$ cat src/rtl/div_unit_pkg.sv
// div_unit_pkg: shared encodings for the iterative divide/remainder unit.
// The ALU decoder uses the same divOp encodings when it generates divOp.
package div_unit_pkg;

  localparam logic [1:0] DIVOP_DIV  = 2'b00;
  localparam logic [1:0] DIVOP_DIVU = 2'b01;
  localparam logic [1:0] DIVOP_REM  = 2'b10;
  localparam logic [1:0] DIVOP_REMU = 2'b11;

  typedef enum logic [1:0] {
    ST_IDLE = 2'd0,
    ST_CALC = 2'd1,
    ST_FIX  = 2'd2
  } div_state_e;

  // One quotient bit is produced per CALC edge.
  localparam int DIV_ITERS = 32;

endpackage

$ cat src/rtl/div_unit.sv
// div_unit: radix-2 restoring divider for RV32M DIV/DIVU/REM/REMU.
// Fixed latency: start edge, 32 iteration edges, one sign-fix edge.
// Ports:
//   clk       rising-edge clock
//   rst_n     asynchronous active-low reset
//   start     request, only sampled while idle
//   flush     synchronous abort back to idle (no done)
//   divOp     00 DIV, 01 DIVU, 10 REM, 11 REMU
//   srcA/srcB dividend / divisor, sampled on the accepting edge only
//   busy      operation in flight
//   done      one-cycle pulse, res valid in the same cycle
//   res       quotient or remainder, held until the next done
//   divByZero registered alongside res, set when the divisor was 0
module div_unit
  import div_unit_pkg::*;
#(
  parameter int WIDTH = 32,
  parameter int CNT_W = 6
) (
  input  logic             clk,
  input  logic             rst_n,
  input  logic             start,
  input  logic             flush,
  input  logic [1:0]       divOp,
  input  logic [WIDTH-1:0] srcA,
  input  logic [WIDTH-1:0] srcB,
  output logic             busy,
  output logic             done,
  output logic [WIDTH-1:0] res,
  output logic             divByZero
);

  function automatic logic [WIDTH-1:0] negate(input logic [WIDTH-1:0] v);
    return ~v + 1'b1;
  endfunction

  function automatic logic [WIDTH-1:0] magnitude(input logic [WIDTH-1:0] v);
    return v[WIDTH-1] ? negate(v) : v;
  endfunction

  function automatic logic op_is_signed(input logic [1:0] op);
    return (op == DIVOP_DIV) || (op == DIVOP_REM);
  endfunction

  function automatic logic op_is_rem(input logic [1:0] op);
    return (op == DIVOP_REM) || (op == DIVOP_REMU);
  endfunction

  // Control state (asynchronously reset)
  div_state_e       state_q, state_d;
  logic [CNT_W-1:0] cnt_q, cnt_d;
  logic             done_q, done_d;
  logic [WIDTH-1:0] res_q, res_d;
  logic             dbz_q, dbz_d;

  // Datapath state (no reset; only meaningful while busy)
  logic [1:0]       op_q, op_d;
  logic             sign_a_q, sign_a_d;
  logic             sign_b_q, sign_b_d;
  logic             zero_b_q, zero_b_d;
  logic [WIDTH-1:0] divisor_q, divisor_d;
  logic [WIDTH-1:0] rem_q, rem_d;
  logic [WIDTH-1:0] quot_q, quot_d;

  logic [WIDTH:0]   shifted;
  logic [WIDTH-1:0] diff;
  logic [WIDTH-1:0] quot_fix;
  logic [WIDTH-1:0] rem_fix;

  always_comb begin
    state_d   = state_q;
    cnt_d     = cnt_q;
    done_d    = 1'b0;
    res_d     = res_q;
    dbz_d     = dbz_q;
    op_d      = op_q;
    sign_a_d  = sign_a_q;
    sign_b_d  = sign_b_q;
    zero_b_d  = zero_b_q;
    divisor_d = divisor_q;
    rem_d     = rem_q;
    quot_d    = quot_q;

    // 33-bit partial remainder after shifting in the next dividend bit.
    // When it is >= divisor the difference always fits in WIDTH bits.
    shifted = {rem_q, quot_q[WIDTH-1]};
    diff    = shifted[WIDTH-1:0] - divisor_q;

    // Divide by zero leaves an all-ones quotient which must not be negated.
    quot_fix = ((sign_a_q ^ sign_b_q) && !zero_b_q) ? negate(quot_q) : quot_q;
    rem_fix  = sign_a_q ? negate(rem_q) : rem_q;

    if (flush) begin
      state_d = ST_IDLE;
    end else begin
      case (state_q)
        ST_IDLE: begin
          if (start) begin
            op_d      = divOp;
            sign_a_d  = op_is_signed(divOp) & srcA[WIDTH-1];
            sign_b_d  = op_is_signed(divOp) & srcB[WIDTH-1];
            zero_b_d  = (srcB == '0);
            quot_d    = op_is_signed(divOp) ? magnitude(srcA) : srcA;
            divisor_d = op_is_signed(divOp) ? magnitude(srcB) : srcB;
            rem_d     = '0;
            cnt_d     = '0;
            state_d   = ST_CALC;
          end
        end
        ST_CALC: begin
          cnt_d = cnt_q + 1'b1;
          if (shifted >= {1'b0, divisor_q}) begin
            rem_d  = diff;
            quot_d = {quot_q[WIDTH-2:0], 1'b1};
          end else begin
            rem_d  = shifted[WIDTH-1:0];
            quot_d = {quot_q[WIDTH-2:0], 1'b0};
          end
          if (cnt_q == CNT_W'(DIV_ITERS - 1)) begin
            state_d = ST_FIX;
          end
        end
        ST_FIX: begin
          res_d   = op_is_rem(op_q) ? rem_fix : quot_fix;
          dbz_d   = zero_b_q;
          done_d  = 1'b1;
          state_d = ST_IDLE;
        end
        default: state_d = ST_IDLE;
      endcase
    end
  end

  always_ff @(posedge clk or negedge rst_n) begin
    if (!rst_n) begin
      state_q <= ST_IDLE;
      cnt_q   <= '0;
      done_q  <= 1'b0;
      res_q   <= '0;
      dbz_q   <= 1'b0;
    end else begin
      state_q <= state_d;
      cnt_q   <= cnt_d;
      done_q  <= done_d;
      res_q   <= res_d;
      dbz_q   <= dbz_d;
    end
  end

  always_ff @(posedge clk) begin
    op_q      <= op_d;
    sign_a_q  <= sign_a_d;
    sign_b_q  <= sign_b_d;
    zero_b_q  <= zero_b_d;
    divisor_q <= divisor_d;
    rem_q     <= rem_d;
    quot_q    <= quot_d;
  end

  assign busy      = (state_q != ST_IDLE);
  assign done      = done_q;
  assign res       = res_q;
  assign divByZero = dbz_q;

endmodule

$ cat config.mk
export PLATFORM = sky130hd
export DESIGN_NAME = div_unit
export DESIGN_NICKNAME = d
export VERILOG_FILES = /design/src/rtl/div_unit_pkg.sv /design/src/rtl/div_unit.sv
export SDC_FILE = /design/constraint.sdc
export NUM_CORES = 1
export LEC_CHECK = 0
export ABC_AREA = 1
export BUFFER_PORTS_ARGS = -buffer_cell sky130_fd_sc_hd__buf_4
export CELL_PAD_IN_SITES_DETAIL_PLACEMENT = 1
export CELL_PAD_IN_SITES_GLOBAL_PLACEMENT = 1
export CORE_MARGIN = 3
export CORE_UTILIZATION = 44
export DETAILED_ROUTE_END_ITERATION = 10
export HOLD_SLACK_MARGIN = 0.05
export PLACE_DENSITY_LB_ADDON = 0.1
export SKIP_LAST_GASP = 1
export SLEW_MARGIN = 20
export SYNTH_ARGS = -nofsm -noshare
export SYNTH_HDL_FRONTEND = slang
export SYNTH_SLANG_ARGS = --single-unit
$ cat constraint.sdc
create_clock -name clk -period 3 [get_ports clk]
set_clock_uncertainty 0.1 [all_clocks]
set_input_delay 0.15 -clock clk [delete_from_list [all_inputs] [get_ports clk]]
set_output_delay 0.15 -clock clk [all_outputs]
set_load 0.05 [all_outputs]
# Word-level counts from Yosys, hierarchy flattened
# Cells that the tools add are included.
[op_classes] add_sub_neg=6 order_cmp=1 n_eq_ne=9 mux=21 bitwise_logic=8 reduce_logical=13
[ops] operator="$mux 32" count=10
[ops] operator="$add 32x1->32 const B" count=4
[ops] operator="$not 32->32" count=4
[ops] operator="$pmux 32 s2" count=2
[ops] operator="$ge 33x32->1" count=1
[ops] operator="$logic_not 32->1" count=1
[ops] operator="$sub 32x32->32" count=1
[ops] operator="$pmux 6 s2" count=1
[ops] operator="$eq 2x2->1 const B" count=4
[ops] operator="$add 6x1->6 const B" count=1
[ops] operator="$eq 6x5->1 const B" count=1
[ops] operator="$mux 2" count=3
[ops] operator="$mux 6" count=1
[ops] operator="$ne 3x3->1 const B" count=2
[ops] operator="$reduce_and 3->1" count=2
[ops] operator="$logic_not 2->1" count=2
[ops] operator="$pmux 2 s2" count=1
[ops] operator="$reduce_and 2->1" count=2
[ops] operator="$reduce_bool 2->1" count=2
[ops] operator="$mux 1" count=3
[ops] operator="$and 1x1->1" count=2
[ops] operator="$eq 2x1->1 const B" count=1
[ops] operator="$logic_or 1x1->1" count=2
[ops] operator="$ne 2x2->1 const B" count=1
[ops] operator="other kinds (4)" count=4
[totals] register_bits=143 inputBits=70 output_inout_bits=35 elab_cells=70

# Longest topological paths before layout
[depth] depth_word=6 mapped_depth=16 depth_no_buf=15

# Worst setup path after synthesis
# No wires, ideal clock.
[synth_timing] path_kind="register to register" startpoint="register state_q[1]" endpoint="register quot_q[0] (enable)" setup_ps=419 t_arrival_ps=2262 required_ps=2481 setup_slack_ps=219 path_stages_with_launch=7 n_path_buf=1 period_less_slack_ps=2781 path_cell_list="dfrtp_1 inv_1 nand2_1 buf_4 nor2_1 a31oi_1 inv_1"
[synth_via] elab_chain_cells=3 word_cells_on_any_way=5 classes_between="eq/ne: 2; reduce/logical: 3"
[synth_rtl] element="start: declaration" line_no="div_unit.sv:50" rtl="div_state_e state_q, state_d;"
[synth_rtl] element="start signal: assignment" line_no="div_unit.sv:142" rtl="state_q <= state_d;"
[synth_rtl] element="$eq 2x1->1 or $logic_not 2->1 (tied branches)" line_no="div_unit.sv:96" rtl="case (state_q)"
[synth_rtl] element="$reduce_bool 2->1 (no line) or $ne 2x2->1 (tied branches)"
[synth_rtl] element="$reduce_and 3->1 (no line) (*)"
[synth_rtl] element="end signal: assignment" line_no="div_unit.sv:157" rtl="quot_q <= quot_d;"
[synth_rtl] element="end: declaration" line_no="div_unit.sv:63" rtl="logic [WIDTH-1:0] quot_q, quot_d;"
# Every way passes the cells marked *; elsewhere a longest branch is shown, timed or not.
# A chain may end at the register's enable or synchronous reset.

# Worst setup path after layout
[layout_timing] startpoint="register rem_q[11]" endpoint="register rem_q[18] (data pin)"
[layout_via] elab_chain_cells=3 word_cells_on_any_way=4 classes_between="add/sub: 1; order compare: 1; mux: 2"
[layout_rtl] element="start: declaration" line_no="div_unit.sv:62" rtl="logic [WIDTH-1:0] rem_q, rem_d;"
[layout_rtl] element="start signal: assignment" line_no="div_unit.sv:156" rtl="rem_q <= rem_d;"
[layout_rtl] element="$sub 32x32->32 or $ge 33x32->1 (tied branches)" line_no="div_unit.sv:87, div_unit.sv:112"
[layout_rtl] element="$mux 32 (*)" line_no="div_unit.sv:112" rtl="if (shifted >= {1'b0, divisor_q}) begin"
[layout_rtl] element="$pmux 32 s2 (*)" line_no="div_unit.sv:96"
# Marks and branches as above.

==> flow_metrics.env <==
export IMPL_hpwl_mm=33.2
export IMPL_min_period_ns=2.77
export IMPL_core_area_sq_um=26200
export IMPL_required_ns=3.09
export IMPL_drt_vias_per_instance=5.43
export IMPL_nNetsFinal=2071
export IMPL_clock_latency_ns=0.44
export IMPL_grt_pass1_vias=12600
export IMPL_synthTopCellsByArea="edfxtp_1 26%, nand2_1 19%, dfrtp_1 8.9%"
export IMPL_rsz0062_at_grt="no"
export IMPL_whs_ns=0.0619
export IMPL_drt_initial_drc_count=1027
export IMPL_wl_per_cell_um=18.7
export IMPL_setup_tns_ns=0
export IMPL_setup_violations_final=0
export IMPL_critical_path_arrival_ns=2.86
export IMPL_regArea_sq_um=4050
export IMPL_cts_max_path_buffers=2
export IMPL_syn_inst=1802
export IMPL_maxCapViolCount=0
export IMPL_timing_rr_start="rem_q[11]"
export IMPL_overflow=0
export IMPL_path_class="register to register"
export IMPL_cts_buffers=17
export IMPL_synth_cell_types=44
export IMPL_crit_fanout=15
export IMPL_htree_levels=4
export IMPL_yosysMostFrequentCell="nand2_1"
export IMPL_holdPathEnd="divisor_q[29]"
export IMPL_synth_edf_count=100
export IMPL_antenna_found_initial=0
export IMPL_p_leak_nw=7.10
export IMPL_p_per_area_nw_per_um2=498
export IMPL_critPathCaptureType="register"
export IMPL_drc=0
export IMPL_fill_cells=3538
export IMPL_io_buffers=104
export IMPL_min_period_over_period=0.923
export IMPL_num_rows=59
export IMPL_hp_class="input pin to register"
export IMPL_worst_pin_slew_ns=0.771
export IMPL_clock_sinks=142
export IMPL_ys_warn_count=0
export IMPL_synth_async_sr_flop_share=0.296
export IMPL_track_usage=0.303
export IMPL_drv_slew=0
export IMPL_yosysSeqAreaShare=0.345
export IMPL_fmax_mhz=361
export IMPL_postSynthAreaPerCell_sq_um=6.53
export IMPL_synthesis_nets=1910
export IMPL_final_hold_viol_count=0
export IMPL_pin_count=105
export IMPL_synth_main_ff_cell="edfxtp_1"
export IMPL_relSlewSlack=0.486
export IMPL_drive_above_1_share=0.0962
export IMPL_cts_clk_slew_worst_paths_ns=0.07
export IMPL_crit_path_start_kind="register"
export IMPL_place_congestion=0.925
export IMPL_dp_cells=2222
export IMPL_min_from="srcB[29]"
export IMPL_ys_ff_latch=142
export IMPL_timing_rr_end="rem_q[18]"
export IMPL_cts_tree="yes"
export IMPL_root_buffer="clkbuf_16"
export IMPL_first_pass_iters=5
export IMPL_vdd_drop_max_v=0.000321
export IMPL_antennaDiodeCount=0
export IMPL_die_w_um=170
export IMPL_final_area_sq_um=14200
export IMPL_ys_top_cells_by_count="604 x nand2_1, 266 x inv_1, 197 x nor2_1"
export IMPL_r2r_cells=13
export IMPL_syn_area_sq_um=11800
export IMPL_status="finished, final reports clean"
export IMPL_num_vias=12600
export IMPL_die_area_sq_um=28700
export IMPL_wl_mm=43.3
export IMPL_die_height_um=170
export IMPL_synth_top_cell_by_area="edfxtp_1"
export IMPL_whs_path_depth=4
export IMPL_stdcell_count=2311
export IMPL_place_area_sq_um=13000
export IMPL_synth_top_area_frac=0.255
export IMPL_grt_pass1_wl_mm=68.8
export IMPL_r2r_slack_ns=0.23
export IMPL_grt_max_degree=71
export IMPL_multiInputGateArea_sq_um=6500
export IMPL_start_util=0.449
export IMPL_area_growth_syn_to_layout_pct=20.3
export IMPL_ant_nets=0
[through the flow]
step,total power [W],setup slack [ns],utilization
final,0.00705,0.230,0.540
after global routing,0.00742,0.0529,0.540
after CTS,0.00702,0.212,0.539
after detailed placement,0.00471,0.239,0.494
after global placement,0.00464,0.249,0.494
after floorplan,0.00394,0.219,-
[state kept, by name, indices dropped and copies added, names as in the netlist]
| register | flops |
|---|---|
| cnt_q | 6 |
| op_q | 1 |
| zero_b_q | 1 |
| state_q | 2 |
| quot_q | 32 |
| done | 1 |
| sign_b_q | 1 |
| divByZero | 1 |
| rem_q | 32 |
| res | 32 |
| divisor_q | 32 |
| sign_a_q | 1 |
[worst max-delay path: stages (launching register included)]
cell and delay, ns:
edfxtp_1 0.51, ha_1 0.41, nand2_1 0.15, nor2_1 0.18, inv_1 0.11, nor3_2 0.18, nand2_1 0.08, nand2_1 0.15
nand2_2 0.14, nand2_8 0.17, nor2_4 0.06, buf_12 0.16, nand2_1 0.06, nand2_1 0.06
[cells by family after synthesis]
group / count (synthesis) / synth area share
and+or+nand+nor: 1075 / 0.384
buffers and inverters: 313 / 0.105
AOI/OAI and AO/OA: 175 / 0.0817
DFF: 142 / 0.345
xor gates and xnor gates: 59 / 0.0439
adders and majority gates: 38 / 0.0411
[per-layer routing]
metal,vias up,global-route usage,share of wire
met5,-,0,0
met4,0,0.0725,0.018
met3,57,0.0333,0.040
met2,279,0.500,0.47
met1,6115,0.428,0.47
li1,6099,-,-
[timing repair]
action	CTS	global route
setup endpoints to repair	0	30
endpoints found under the hold margin	99	0
hold buffers	55	0
buffers inserted	0	1
gates resized for setup	0	0
[final cells by class]
type | instances | share of cell area
Clock inverter | 15 | 0.0134
Multi-Input combinational cell | 1348 | 0.459
Inverter | 271 | 0.0719
Clock buffer | 17 | 0.0301
Tap cell | 335 | 0.0296
Sequential cell | 142 | 0.286
Timing Repair Buffer | 183 | 0.109
[where the power goes]
| group | total [W] | internal [W] | switching [W] |
|---|---|---|---|
| logic | 0.00222 | 0.000737 | 0.00148 |
| clock network | 0.00226 | 0.00114 | 0.00112 |
| registers | 0.00257 | 0.00235 | 0.000218 |
| total | 0.00705 | 0.00423 | 0.00282 |
[cell usage in the layout, fill, tap and decap left out, drive strengths merged, types with 12 or more instances in the layout]
master / n
edfxtp: 100
dfrtp: 42
nand4: 27
nand3: 196
inv: 277
buf: 128
nor3: 25
ha: 37
a31oi: 18
dlygate4sd3: 55
a21oi: 49
clkbuf: 17
xnor2: 12
o21ai: 86
xor2: 47
nand2: 608
nor2: 203
[worst max-delay path by stage]
stage / from / end / slack, ns / cells after the start
floorplan: state_q[1] / quot_q[0] / 0.22 / 6
global placement: rem_q[22] / quot_q[0] / 0.25 / 11
detailed placement: rem_q[22] / rem_q[9] / 0.24 / 12
CTS: rem_q[22] / rem_q[25] / 0.21 / 12
global route: rem_q[22] / rem_q[25] / 0.05 / 12
finish: rem_q[11] / rem_q[18] / 0.23 / 13
Note: power is estimated with default switching activity, not from simulation.
